File: src/rtl/sdram_arbiter.sv
// Arbitrates video word fetches, CPU byte accesses and boot-loader writes onto one SDRAM port.
// Define SDRAM_ARB_FAIR_EN to stop video from taking two grants in a row while the CPU waits.
module sdram_arbiter #(
    parameter int unsigned ADDR_W = 23
) (
    input  logic              clk_sys,
    input  logic              reset,
    input  logic              ce_ref,
    input  logic              vid_req,
    input  logic [ADDR_W-1:0] vid_addr,
    output logic [15:0]       vid_dout,
    output logic              vid_ack,
    input  logic              cpu_rd,
    input  logic              cpu_wr,
    input  logic [ADDR_W-1:0] cpu_addr,
    input  logic [7:0]        cpu_din,
    output logic [7:0]        cpu_dout,
    output logic              cpu_ack,
    input  logic              boot_wr,
    input  logic [ADDR_W-1:0] boot_addr,
    input  logic [7:0]        boot_din,
    output logic              boot_ack,
    output logic              mem_req,
    output logic              mem_we,
    output logic [ADDR_W-1:0] mem_addr,
    output logic [7:0]        mem_wdata,
    input  logic              mem_ready,
    input  logic              mem_done,
    input  logic [15:0]       mem_rdata
);
    typedef enum logic [1:0] {StIdle, StIssue, StWait} state_e;
    state_e state_q, state_d;

    logic [2:0]        gnt_q;  // one-hot {boot, cpu, vid}
    logic [2:0]        ack_q;
    logic [ADDR_W-1:0] addr_q;
    logic              we_q;
    logic [7:0]        wdata_q;
    logic [15:0]       vid_dout_q;
    logic [7:0]        cpu_dout_q;

    logic              cpu_req, any_req, grant, complete, cpu_first;
    logic [2:0]        pick;
    logic [ADDR_W-1:0] op_addr;
    logic              op_we;
    logic [7:0]        op_wdata;

    assign cpu_req  = cpu_rd | cpu_wr;
    assign any_req  = vid_req | cpu_req | boot_wr;
    // No grant during the ack cycle: the requester just served may still hold its request.
    assign grant    = (state_q == StIdle) && ce_ref && any_req && (ack_q == 3'b000);
    assign complete = (state_q == StWait) && mem_done;

`ifdef SDRAM_ARB_FAIR_EN
    logic fair_q;

    always_ff @(posedge clk_sys) begin
        if (reset) begin
            fair_q <= 1'b0;
        end else if (grant) begin
            fair_q <= pick[0];
        end
    end

    assign cpu_first = fair_q & cpu_req;
`else
    assign cpu_first = 1'b0;
`endif

    always_comb begin
        pick = 3'b000;
        if (cpu_first)    pick = 3'b010;
        else if (vid_req) pick = 3'b001;
        else if (cpu_req) pick = 3'b010;
        else if (boot_wr) pick = 3'b100;
    end

    always_comb begin
        op_addr  = '0;
        op_we    = 1'b0;
        op_wdata = '0;
        unique case (pick)
            3'b001: op_addr = vid_addr;
            3'b010: begin
                op_addr  = cpu_addr;
                op_we    = cpu_wr;
                op_wdata = cpu_din;
            end
            3'b100: begin
                op_addr  = boot_addr;
                op_we    = 1'b1;
                op_wdata = boot_din;
            end
            default: op_addr = '0;
        endcase
    end

    always_ff @(posedge clk_sys) begin
        if (reset) begin
            state_q <= StIdle;
        end else begin
            state_q <= state_d;
        end
    end

    always_comb begin
        state_d = state_q;
        case (state_q)
            StIdle:  if (grant)     state_d = StIssue;
            StIssue: if (mem_ready) state_d = StWait;
            StWait:  if (mem_done)  state_d = StIdle;
            default:                state_d = StIdle;
        endcase
    end

    always_ff @(posedge clk_sys) begin
        if (reset) begin
            gnt_q      <= 3'b000;
            ack_q      <= 3'b000;
            addr_q     <= '0;
            we_q       <= 1'b0;
            wdata_q    <= '0;
            vid_dout_q <= '0;
            cpu_dout_q <= '0;
        end else begin
            ack_q <= complete ? gnt_q : 3'b000;
            if (grant) begin
                gnt_q   <= pick;
                addr_q  <= op_addr;
                we_q    <= op_we;
                wdata_q <= op_wdata;
            end
            if (complete && gnt_q[0]) begin
                vid_dout_q <= mem_rdata;
            end
            if (complete && gnt_q[1] && !we_q) begin
                cpu_dout_q <= addr_q[0] ? mem_rdata[15:8] : mem_rdata[7:0];
            end
        end
    end

    always_comb begin
        mem_req   = 1'b0;
        mem_we    = 1'b0;
        mem_addr  = '0;
        mem_wdata = '0;
        if (state_q == StIssue) begin
            mem_req   = 1'b1;
            mem_we    = we_q;
            mem_addr  = addr_q;
            mem_wdata = wdata_q;
        end
    end

    assign vid_ack  = ack_q[0];
    assign cpu_ack  = ack_q[1];
    assign boot_ack = ack_q[2];
    assign vid_dout = vid_dout_q;
    assign cpu_dout = cpu_dout_q;

endmodule
File: config.mk
export PLATFORM = sky130hd
export DESIGN_NAME = sdram_arbiter
export DESIGN_NICKNAME = d
export VERILOG_FILES = /design/src/rtl/sdram_arbiter.sv
export SDC_FILE = /design/constraint.sdc
export NUM_CORES = 1
export LEC_CHECK = 0
export CAP_MARGIN = 20
export CORE_MARGIN = 10
export CORE_UTILIZATION = 40
export CTS_CLUSTER_SIZE = 20
export DETAILED_ROUTE_END_ITERATION = 7
export PLACE_DENSITY = 0.81
export SKIP_LAST_GASP = 1
export SLEW_MARGIN = 20
export SYNTH_ARGS = -nofsm -noshare
export SYNTH_HDL_FRONTEND = slang
export SYNTH_SLANG_ARGS = --single-unit
File: constraint.sdc
create_clock -name clk_sys -period 2 [get_ports clk_sys]
set_input_delay 0.2 -clock clk_sys [delete_from_list [all_inputs] [get_ports clk_sys]]
set_output_delay 0.2 -clock clk_sys [all_outputs]
set_load 0.03 [all_outputs]
# Word level (Yosys, flattened, before mapping)
# Cells that the tools add are included.
# word_totals
regBits,64
input_bits,110
output_inout_bits,60
wordCells,47
# op_classes
n_eq_ne,8
n_mux,15
n_bitwise,4
n_reduce_logical,12
# op_table
cell,n
$pmux W23 S3,1
$mux W23,1
$mux W8,2
$pmux W8 S2,1
$mux W3,3
$logic_and A1 B1 Y1,7
$mux W2,3
$ne A2 B2 Y1 const B,3
$pmux W2 S3,1
$eq A3 B1 Y1 const B,1
$eq A3 B2 Y1 const B,1
$eq A3 B3 Y1 const B,1
$logic_not A3 Y1,1
$or A1 B1 Y1,3
$reduce_and A3 Y1,1
$eq A2 B1 Y1 const B,1
$eq A2 B2 Y1 const B,1
$logic_not A2 Y1,1
$mux W1,2
$pmux W1 S2,1
$reduce_or A2 Y1,1
$logic_not A1 Y1,1
$not A1 Y1,1

# Logic depth before layout (Yosys ltp)
# Gate-level depths: netlist (run 1).
# depth
word_depth,7
depth_mapped,6

# Worst setup path before layout (run 1)
# Ideal clock, no wire load.
# synth_path
kind,flip-flop to flip-flop
from,register ack_q[1]
to,register gnt_q[1]
t_arrival_ns,1.826
setup_slack_ns,0.057
path_stages_with_launch,6
path_buffers,2
cell_sequence,dfxtp_1 -> or4b_4 -> buf_6 -> or3_1 -> buf_6 -> a31o_2
# synth_via
elab_chain_len,2
# synth_lines
item,line_no,text
start: declaration,35,logic [2:0] ack_q;
start signal: assignment,126,ack_q <= complete ? gnt_q : 3'b000;
$logic_not A3 Y1,51,assign grant = (state_q == StIdle) && ce_ref && any_req && (ack_q == 3'b000);
$logic_and A1 B1 Y1,51,
end signal: assignment,128,gnt_q <= pick;
end: declaration,34,logic [2:0] gnt_q;
# Every way passes these cells.
# A chain may end at the register's enable or synchronous reset.

# Worst setup path after layout (run 1)
# layout_path
from,register ack_q[1]
to,register addr_q[4]
# layout_via
elab_chain_len,2
# layout_lines
item,line_no,text
$logic_not A3 Y1,51,
$logic_and A1 B1 Y1,51,
end signal: assignment,129,addr_q <= op_addr;
end: declaration,36,logic [ADDR_W-1:0] addr_q;
# Every way passes these cells.

==> out/summary.log, run 1 <==
qor: drt.drc_errors 0
qor: hold_path.worst_hold_path.endpoint addr_q[22]
qor: yosys.synth_warnings 0
qor: clock_tree.numClockSinks 64
qor: status.run_status finished clean
qor: drt.first_pass_iters 7
qor: worst_setup_path.crit_buf_inv 0
qor: global_routing.grt_first_pass_wirelength 18100 um
qor: finish.diode_count 0
qor: finish.fill_cells 631
qor: clock_tree.holdBufCountCts 0
qor: timing.final_min_period_over_clock_period 93.6%
qor: power_and_ir_drop.largest_voltage_drop_on_the_vdd_net 0.000422 V
qor: worst_setup_path.timing.rr.end addr_q[4]
qor: hold_path.hp-class input port to flip-flop
qor: timing.rsz0062_at_grt no
qor: placement.placed_cells 629
qor: finish.stdcell_count 645
qor: worst_setup_path.endpoint_kind flip-flop
qor: finish.num-nets-final 648
qor: die.design.die.area 12100 um^2
qor: yosys.post_synthesis_mean_instance_area 8.59 um^2
qor: die.core.rowCount 32
qor: yosys.synth_edf_count 0
qor: die.chipWidth 110 um
qor: timing.holdWs 0.347 ns
qor: yosys.dominantRegCellSynth sky130_fd_sc_hd__dfxtp_1
qor: clock_tree.post_cts.repair.setup_buffers 0
qor: worst_setup_path.timing.critical_path.fanout_max 23
qor: worst_setup_path.cp_cell_sequence or4b_4 -> or4_4 -> o21ai_0
qor: yosys.postSynthRegisterBits 64
qor: drt.route.antenna.remaining_nets 0
qor: global_routing.grt.busiest_layer met2
qor: die.die_height 110 um
qor: timing.timing_hold_violations_final 0
qor: global_routing.globalRouteMet1Util 21.6%
qor: yosys.ys_seq_area_share 39.4%
qor: worst_setup_path.critical_path.reg2reg.startpoint ack_q[1]
qor: clock_tree.clock_edge_transition_at_the_registers_on_the_reported_setup_and_hold_paths 0.07 ns
qor: die.start_util 41.7%
qor: yosys.ys_top_cells_by_count sky130_fd_sc_hd__dfxtp_1, sky130_fd_sc_hd__clkbuf_1, sky130_fd_sc_hd__and2_1, sky130_fd_sc_hd__nand2_1, sky130_fd_sc_hd__o311ai_0
qor: clock_tree.cts_root_buf sky130_fd_sc_hd__clkbuf_8
qor: clock_tree.cts_htree_levels 3
qor: placement.numPortBuffers 169
qor: placement.place_congestion 0.833
qor: clock_tree.postCtsResizedCells 0
qor: finish.final_core_utilization 66.8%
qor: timing.period_minus_slack 1.87 ns
qor: timing.setup_viol_count_final 0
qor: drt.drt-total-wl 11900 um
qor: worst_setup_path.worstSetupPathType flip-flop to flip-flop
qor: clock_tree.worst_skew_pair.late_latency 0.34 ns
qor: power_and_ir_drop.leakage_power 1.89 nW
qor: clock_tree.cts-buffers-inserted 9
qor: yosys.synth_cell_type_count 39
qor: yosys.netlist_instances 379
qor: global_routing.grt_antenna_before_repair 0
qor: global_routing.grt_pass1_vias 3622
qor: finish.layout-area-overhead-vs-synth 60.2%
qor: global_routing.gr-usage-all-layers 18.5%
qor: global_routing.grt-ovfl-total 0
qor: yosys.synth_top_cells_by_area sky130_fd_sc_hd__dfxtp_1, sky130_fd_sc_hd__o311ai_0, sky130_fd_sc_hd__a222oi_1
qor: clock_tree.tritoncts done
qor: worst_setup_path.critPathRequiredTime 2.26 ns
qor: timing.slew_violations 0
qor: die.core_area 7810 um^2
qor: die.num_io_pins 170
qor: drt.vias 3630
qor: job.drv.max_cap_violation_count 0
qor: yosys.postSynth.asyncResetShare 0%
qor: worst_setup_path.arrival 2.13 ns
qor: worst_setup_path.crit_start ack_q[1]
qor: timing.clock-skew-final 0.00946 ns
qor: hold_path.holdPathStages 3
qor: worst_setup_path.startpoint_type flip-flop
qor: worst_setup_path.r2r_cells 3
qor: drt.starting_drt_drc_count 214
qor: clock_tree.max-clock-path-buffers 2
qor: yosys.area_of_the_mapped_netlist 3260 um^2
qor: yosys.synth.largest_area_cell sky130_fd_sc_hd__dfxtp_1
qor: worst_setup_path.delay_of_the_slowest_cell_on_the_worst_path 0.65 ns
qor: worst_setup_path.worst_path_max_delay_cell sky130_fd_sc_hd__or4_4
qor: drt.vias_per_cell 5.63
qor: yosys.syn_nets 489
qor: timing.tightestPinTransition 0.588 ns
qor: finish.layout-drive-gt1-share 15.5%
qor: global_routing.global_routing_usage_on_met3 6.09%
qor: timing.max_freq 0.534 GHz
qor: placement.detailed_place_hpwl 9120 um
qor: worst_setup_path.timing.critical_path.max_delay_family simple AND/OR/NAND/NOR gates
qor: yosys.synthDominantCellAreaShare 39.4%
qor: drt.detail_route.wl_per_cell 18.4 um
qor: global_routing.largest_net_degree_at_the_start_of_global_routing 36
qor: yosys.synth.most_common_cell sky130_fd_sc_hd__dfxtp_1
qor: worst_setup_path.r2r_setup_slack 0.13 ns
qor: hold_path.hold_start vid_req
qor: power_and_ir_drop.powerDensity 598 nW/um^2
qor: global_routing.met2_usage_in_global_routing 31.2%
qor: timing.slew_headroom 60.6%
[power breakdown]
part,switching (mW),internal [mW],leakage [nW],total [mW]
Clock,0.508,0.639,0.101,1.15
Combinational,0.276,0.343,1.27,0.618
Sequential,0.0308,1.32,0.520,1.36
[state kept, by name, summed over array words and instances, names as in the netlist]
register and cells:
state_q 2, gnt_q 3, addr_q 23, cpu_dout 8, wdata_q 8, ack_q 3
vid_dout 16, we_q 1
[cell type report]
type / instances / area, um^2 / share of cell area [%]
inverter: 2 / 7.51 / 0.144
timing repair buffer: 193 / 1800 / 34.4
sequential: 64 / 1280 / 24.6
clock inverter: 5 / 55.1 / 1.06
tap: 102 / 128 / 2.45
multi-input combinational: 268 / 1800 / 34.4
clock buffer: 11 / 151 / 2.90
[worst max path at each step]
stage / end / slack [ns] / cells past startpoint
2_1_floorplan: gnt_q[1] / 0.06 / 5
3_3_place_gp: addr_q[8] / -0.09 / 4
3_5_place_dp: addr_q[6] / -0.15 / 4
4_1_cts: addr_q[11] / 0.11 / 3
5_1_grt: addr_q[4] / 0.007 / 3
6_report: addr_q[4] / 0.13 / 3
[per-layer routing]
metal	wire [um]	vias up
li1	-	1765
met4	137	0
met2	5930	137
met3	973	9
met5	0	-
met1	4820	1719
[metrics by stage]
| step | setup slack, ns | setup TNS [ns] | cell area [um^2] | total power, mW |
|---|---|---|---|---|
| 3_5_place_dp | -0.154 | -3.25 | 5010 | 2.00 |
| 2_1_floorplan | 0.0575 | 0 | 3260 | 1.66 |
| 3_3_place_gp | -0.0907 | -1.92 | 5010 | 1.99 |
| 4_1_cts | 0.110 | 0 | 5220 | 3.14 |
| 6_report | 0.129 | 0 | 5220 | 3.12 |
| 5_1_grt | 0.00724 | 0 | 5220 | 3.25 |
[worst min-delay path, delay by kind of cell]
kind                   cells  cell delay [ns]
AOI/OAI and AO/OA          2             0.27
buffers and inverters      1             0.18
[cell families after synthesis]
group           Yosys count  synth area share [%]
mux                       8                  2.46
flops                    64                  39.4
simple gates            119                  20.6
buf+inv                  47                  6.00
compound gates          141                  31.6
[cell usage in the layout (no fill, tap or decap), types with 2 or more instances in the layout]
cell,instances
sky130_fd_sc_hd__clkdlybuf4s50_1,135
sky130_fd_sc_hd__o21a_1,8
sky130_fd_sc_hd__and2_1,33
sky130_fd_sc_hd__buf_4,56
sky130_fd_sc_hd__a222oi_1,23
sky130_fd_sc_hd__nor2_1,6
sky130_fd_sc_hd__clkinvlp_4,2
sky130_fd_sc_hd__and3_1,2
sky130_fd_sc_hd__o21ai_1,7
sky130_fd_sc_hd__clkbuf_8,11
sky130_fd_sc_hd__a211oi_1,8
sky130_fd_sc_hd__mux2i_1,8
sky130_fd_sc_hd__dfxtp_1,64
sky130_fd_sc_hd__nor3_1,5
sky130_fd_sc_hd__o31ai_1,9
sky130_fd_sc_hd__nor2b_1,24
sky130_fd_sc_hd__inv_1,2
sky130_fd_sc_hd__o21ai_0,16
sky130_fd_sc_hd__a21oi_1,26
sky130_fd_sc_hd__a31oi_1,9
sky130_fd_sc_hd__or2_2,3
sky130_fd_sc_hd__clkinv_2,2
sky130_fd_sc_hd__nand2_1,33
sky130_fd_sc_hd__o311ai_0,31
No activity file was read; power rests on OpenSTA's default activity.
==> inputs of run 2 (changes only) <==
==> constraint.sdc (replaced) <==
create_clock -name clk_sys -period 2 [get_ports clk_sys]
set_input_delay 0.2 -clock clk_sys [delete_from_list [all_inputs] [get_ports clk_sys]]
set_output_delay 0.2 -clock clk_sys [all_outputs]
set_load 0.005 [all_outputs]
==> out/summary.log, run 2 (synthesized netlist as in run 1, its figures left out) <==
qor: timing.rsz0062_at_grt yes
qor: drt.drc_errors 0
qor: worst_setup_path.timing.critical_path.fanout_max 25
qor: global_routing.largest_net_degree_at_the_start_of_global_routing 32
qor: placement.numPortBuffers 169
qor: worst_setup_path.worstSetupPathType flip-flop to output pin
qor: global_routing.gr-usage-all-layers 18.2%
qor: power_and_ir_drop.power_switching 0.753 mW
qor: placement.detailed_place_hpwl 9220 um
qor: die.core_area 7810 um^2
qor: finish.multi_input_area 1800 um^2
qor: power_and_ir_drop.power.share.combinational 20.7%
qor: finish.most_common_cell_after_layout_fill_and_taps_aside sky130_fd_sc_hd__clkdlybuf4s50_1
qor: job.drv.max_cap_violation_count 0
qor: die.die_height 110 um
qor: power_and_ir_drop.clkPwrFrac 33.4%
qor: timing.setup_viol_count_final 0
qor: status.run_status finished clean
qor: finish.register_name_with_the_most_flops addr_q
qor: worst_setup_path.arrival 1.73 ns
qor: power_and_ir_drop.powerDensity 554 nW/um^2
qor: die.chipWidth 110 um
qor: drt.route.antenna.remaining_nets 0
qor: finish.number_of_flip_flops_under_the_largest_register_name 23
qor: clock_tree.cts_htree_levels 3
qor: power_and_ir_drop.seq_power_share 45.9%
qor: drt.drt-total-wl 11900 um
qor: timing.tightestPinTransition 0.556 ns
qor: finish.layout_common_cells sky130_fd_sc_hd__clkdlybuf4s50_1, sky130_fd_sc_hd__dfxtp_1, sky130_fd_sc_hd__and2_1, sky130_fd_sc_hd__nand2_1, sky130_fd_sc_hd__o311ai_0
qor: timing.slew_violations 0
qor: worst_setup_path.endpoint_kind output pin
qor: die.num_io_pins 170
qor: die.start_util 41.7%
qor: power_and_ir_drop.largest_voltage_drop_on_the_vdd_net 0.000383 V
qor: timing.holdWs 0.217 ns
qor: finish.fill_cells 636
qor: clock_tree.tritoncts done
qor: timing.timing_hold_violations_final 0
qor: drt.vias 3621
qor: clock_tree.max-clock-path-buffers 2
qor: finish.register_area 1290 um^2
qor: clock_tree.cts_root_buf sky130_fd_sc_hd__clkbuf_8
qor: drt.starting_drt_drc_count 220
qor: die.core.rowCount 32
qor: finish.final_core_utilization 67.9%
qor: die.design.die.area 12100 um^2
qor: finish.num-nets-final 650
qor: timing.sum_neg_setup_slack 0 ns
qor: timing.max_freq 0.518 GHz
qor: timing.final_min_period_over_clock_period 96.6%
qor: power_and_ir_drop.switching_share_of_total_power 25.6%
qor: finish.layout-area-overhead-vs-synth 63.0%
qor: clock_tree.numClockSinks 64
qor: clock_tree.clock_edge_transition_at_the_registers_on_the_reported_setup_and_hold_paths 0.06 ns
qor: drt.vias_per_cell 5.61
qor: timing.period_minus_slack 1.93 ns
qor: timing.slew_headroom 62.8%
qor: placement.place_congestion 0.815
qor: hold_path.hp-class input port to flip-flop
qor: global_routing.grt_pass1_vias 3608
qor: worst_setup_path.critPathRequiredTime 1.80 ns
qor: finish.diode_count 0
qor: drt.first_pass_iters 7
qor: global_routing.grt-ovfl-total 0
qor: clock_tree.post_cts.repair.setup_buffers 0
qor: finish.layout-drive-gt1-share 9.74%
qor: clock_tree.holdBufCountCts 0
qor: worst_setup_path.startpoint_type flip-flop
qor: global_routing.grt_first_pass_wirelength 17900 um
qor: power_and_ir_drop.leakage_power 1.94 nW
qor: clock_tree.cts-buffers-inserted 9
qor: clock_tree.worst_skew_pair.late_latency 0.33 ns
qor: timing.clock-skew-final 0.0118 ns
qor: drt.detail_route.wl_per_cell 18.4 um
qor: power_and_ir_drop.internal_cell_power 2.19 mW
qor: global_routing.grt_antenna_before_repair 0
[run 2: changes by cell type in the layout (fill, tap and decap cells not counted), sizes merged]
cell and delta:
buf -31, clkdlybuf4s50 +27, dlymetal6s2s +6, bufinv -1, clkbuf +1, clkinvlp -1
[run 2: cell type report]
cell class,instances,share of cell area (%)
Clock buffer,12,2.92
Clock inverter,3,0.330
Inverter,2,0.142
Multi-Input combinational cell,268,34.0
Sequential cell,64,24.2
Tap cell,102,2.41
Timing Repair Buffer,195,36.0
[run 2: final timing paths]
path | start | to | slack, ns | cells after the start
setup / recovery | state_q[0] | mem_addr[13] | 0.07 | 4
hold / removal | vid_req | gnt_q[0] | 0.22 | 3
setup reg to reg | ack_q[1] | addr_q[11] | 0.15 | 3
hold reg to reg | vid_dout[12] | vid_dout[12] | 0.46 | 2
[run 2: critical path, cell delays in order (launching register included)]
cell	delay, ns
sky130_fd_sc_hd__dfxtp_4	0.39
sky130_fd_sc_hd__nor2b_4	0.18
sky130_fd_sc_hd__buf_12	0.16
sky130_fd_sc_hd__and2_1	0.13
sky130_fd_sc_hd__clkdlybuf4s50_1	0.54
[run 2: power by group through the flow]
stage | Sequential, mW | Clock [mW] | Combinational (mW)
after floorplan | 1.37 | 0 | 0.261
after global placement | 1.38 | 0 | 0.594
after detailed placement | 1.38 | 0 | 0.607
after CTS | 1.35 | 0.999 | 0.612
after global routing | 1.36 | 1.07 | 0.658
final | 1.35 | 0.983 | 0.608
[run 2: per-stage QoR]
stage	power [mW]	std cells	area (um^2)	worst slack [ns]
2_1_floorplan	1.63	379	3260	0.181
5_1_grt	3.08	646	5310	-0.0176
4_1_cts	2.96	646	5290	0.0209
3_5_place_dp	1.99	631	5110	-0.130
6_report	2.94	646	5310	0.0676
3_3_place_gp	1.97	631	5110	-0.0593
[run 2: per-layer routing]
| layer | GRT usage, % | wire length, um |
|---|---|---|
| met1 | 20.2 | 4800 |
| met4 | 8.44 | 282 |
| met5 | 0 | 0 |
| met3 | 5.92 | 880 |
| met2 | 31.2 | 5930 |
[run 2: timing repair]
action                                  in CTS  in global routing
endpoints found under the setup margin      32                 29
gates resized for setup                      2                  8
endpoints found under the hold margin        0                  0
==> edit (settings of run 2) <==
Re-encode `state_e` (3 states) as one-hot, 3 bits wide.
--- a/src/rtl/sdram_arbiter.sv
+++ b/src/rtl/sdram_arbiter.sv
@@ -28,7 +28,7 @@
     input  logic              mem_done,
     input  logic [15:0]       mem_rdata
 );
-    typedef enum logic [1:0] {StIdle, StIssue, StWait} state_e;
+    typedef enum logic [2:0] {StIdle = 3'b001, StIssue = 3'b010, StWait = 3'b100} state_e;
     state_e state_q, state_d;
 
     logic [2:0]        gnt_q;  // one-hot {boot, cpu, vid}
Function: same outputs for any inputs over 10 cycles, from zero or initial values and one cycle with reset high; not proved beyond that.
==> edit against run 2 <==
  * The run now ends with DRC, setup timing left
  * Worst hold slack improved by 250 ps
  * Via count decreased by 13%
  * Synthesized area decreased by 8.1%
  * Sequential cell count increased by 1
  * Total power increased by 5.8%
  * Clock skew decreased by 0.72 ps
  * Register-to-register slack improved by 220 ps
  * Routed wire length increased by 2.7%
  * Final area decreased by 2.2%
  * Worst setup slack got worse by 140 ps
  * Critical path type unchanged
  * Largest power group unchanged
==> edit: results <==
[outcome]
outcome = "complete, but fails checks"
violations = "DRC, setup timing"

[sta]
max_slew.worst_pin.slew_ps = 746
finalWorstSetupSlack_ps = -70.0
setup_viol = 7
whs_ps = 463
fin_skew_ps = 11.1

[critical_path]
worstPathArrival_ps = 1870
slowest_delay_ps = 510
cp_max_fo = 17
rrSetupSlack_ps = 370
cp_slowest_cell = "clkdlybuf4s50_1"

[global_routing]
grtUsageTotal_pct = 20.9
grt_pass1_vias = 3364
grt_pass1_wl_um = 18800
grt_antenna_before_repair = 0
use_met1_pct = 22.4
grt_max_degree = 33
grt_util_met2_pct = 37.8
use_met3_pct = 5.62

[finish]
largest_reg_flops = 23
fill_cells = 536
final_layout_size_suffix_gt1_share_pct = 13.6
fin_nets = 578
n_antenna_cell = 0
regMostFlops = "addr_q"

[clock_network]
clock_latency_ps = 340
clk_pin_slew_ps = 70
cts_buffer_depth = 2
htree_levels = 3
cts-buffers-inserted = 9
cts-root-buf = "clkbuf_8"

[synthesis]
yosysUniqueCellTypes = 32
synthTopCellsByArea = "dfxtp_1, o2bb2ai_1, a222oi_1"
yosys_most_used_dff = "dfxtp_1"
syn_nets = 407
synthTopCellsByCount = "dfxtp_1, and2_1, o2bb2ai_1"
ys_warn_count = 0
yosysSeqAreaShare_pct = 43.5
synthArstFlopShare_pct = 0

[drt]
drt_iter0_drc = 328
num_vias = 3168
drt_pass1_iterations = 8
drc = 22
avgRoutedWirePerCell_um = 21.4

[place]
dp_hpwl_um = 8970
routabilityCongestion = 0.794
placed_area_um2 = 4900
io_buffers = 169

[power]
p_leak_uw = 0.00212
worst_ir_drop_vdd_uv = 409
p_sw_share_pct = 23.1

[worst_hold_path]
min_path_type = "reg -> reg"
[edit: final cells by class]
class,instances,area [um^2],share of cell area [%]
sequential,65,1310,25.2
tap,99,124,2.39
timing repair buffer,193,1980,38.2
inverter,2,7.51,0.145
clock buffer,12,145,2.80
clock inverter,3,65.1,1.25
multi-input combinational,197,1560,30.0
[edit: repair_timing]
action | CTS | global route
gates resized for setup | 23 | 9
cloned | 1 | 0
setup buffers | 3 | 1
endpoints found under the setup margin | 33 | 16
[edit: metal layers]
| metal | vias to the layer above | share of wire (%) |
|---|---|---|
| met5 | - | 0 |
| met2 | 127 | 53 |
| met4 | 0 | 3.0 |
| met1 | 1515 | 38 |
| li1 | 1504 | - |
| met3 | 22 | 6.1 |
[edit: critical path: cells and delay by family, from the launching register on]
kind / cells / cell delay, ps
simple gates: 2 / 380
buf+inv: 3 / 810
flops: 1 / 350
[edit: final timing paths]
check / start / to / cells past startpoint
max: state_q[2] / mem_wdata[0] / 5
min: addr_q[15] / addr_q[15] / 1
max reg2reg: state_q[1] / cpu_dout[1] / 5
min reg2reg: addr_q[15] / addr_q[15] / 1
[edit: through the flow]
step | TNS (ps) | cells | worst slack [ps]
after global routing | -790 | 571 | -147
after global placement | 0 | 551 | 48.9
after detailed placement | -31.5 | 551 | -30.3
after floorplan | 0 | 297 | 494
final | -373 | 571 | -70.0
after CTS | -657 | 570 | -53.3
[edit: logic make-up (layout without fill, tap and decap cells)]
logic type / after synthesis / in the layout / share of synthesized area [%]
multiplexers: 8 / 8 / 2.68
flip-flops: 65 / 65 / 43.5
AO/OA/AOI/OAI: 120 / 120 / 32.9
AND/OR/NAND/NOR: 69 / 69 / 15.3
buffers and inverters: 35 / 210 / 5.69
[edit: power by group through the flow]
stage | logic [uW] | registers [uW] | clock network [uW]
6_report | 525 | 1370 | 1220
2_1_floorplan | 199 | 1390 | 0
3_5_place_dp | 506 | 1400 | 0
4_1_cts | 518 | 1370 | 1240
3_3_place_gp | 496 | 1400 | 0
5_1_grt | 556 | 1380 | 1290
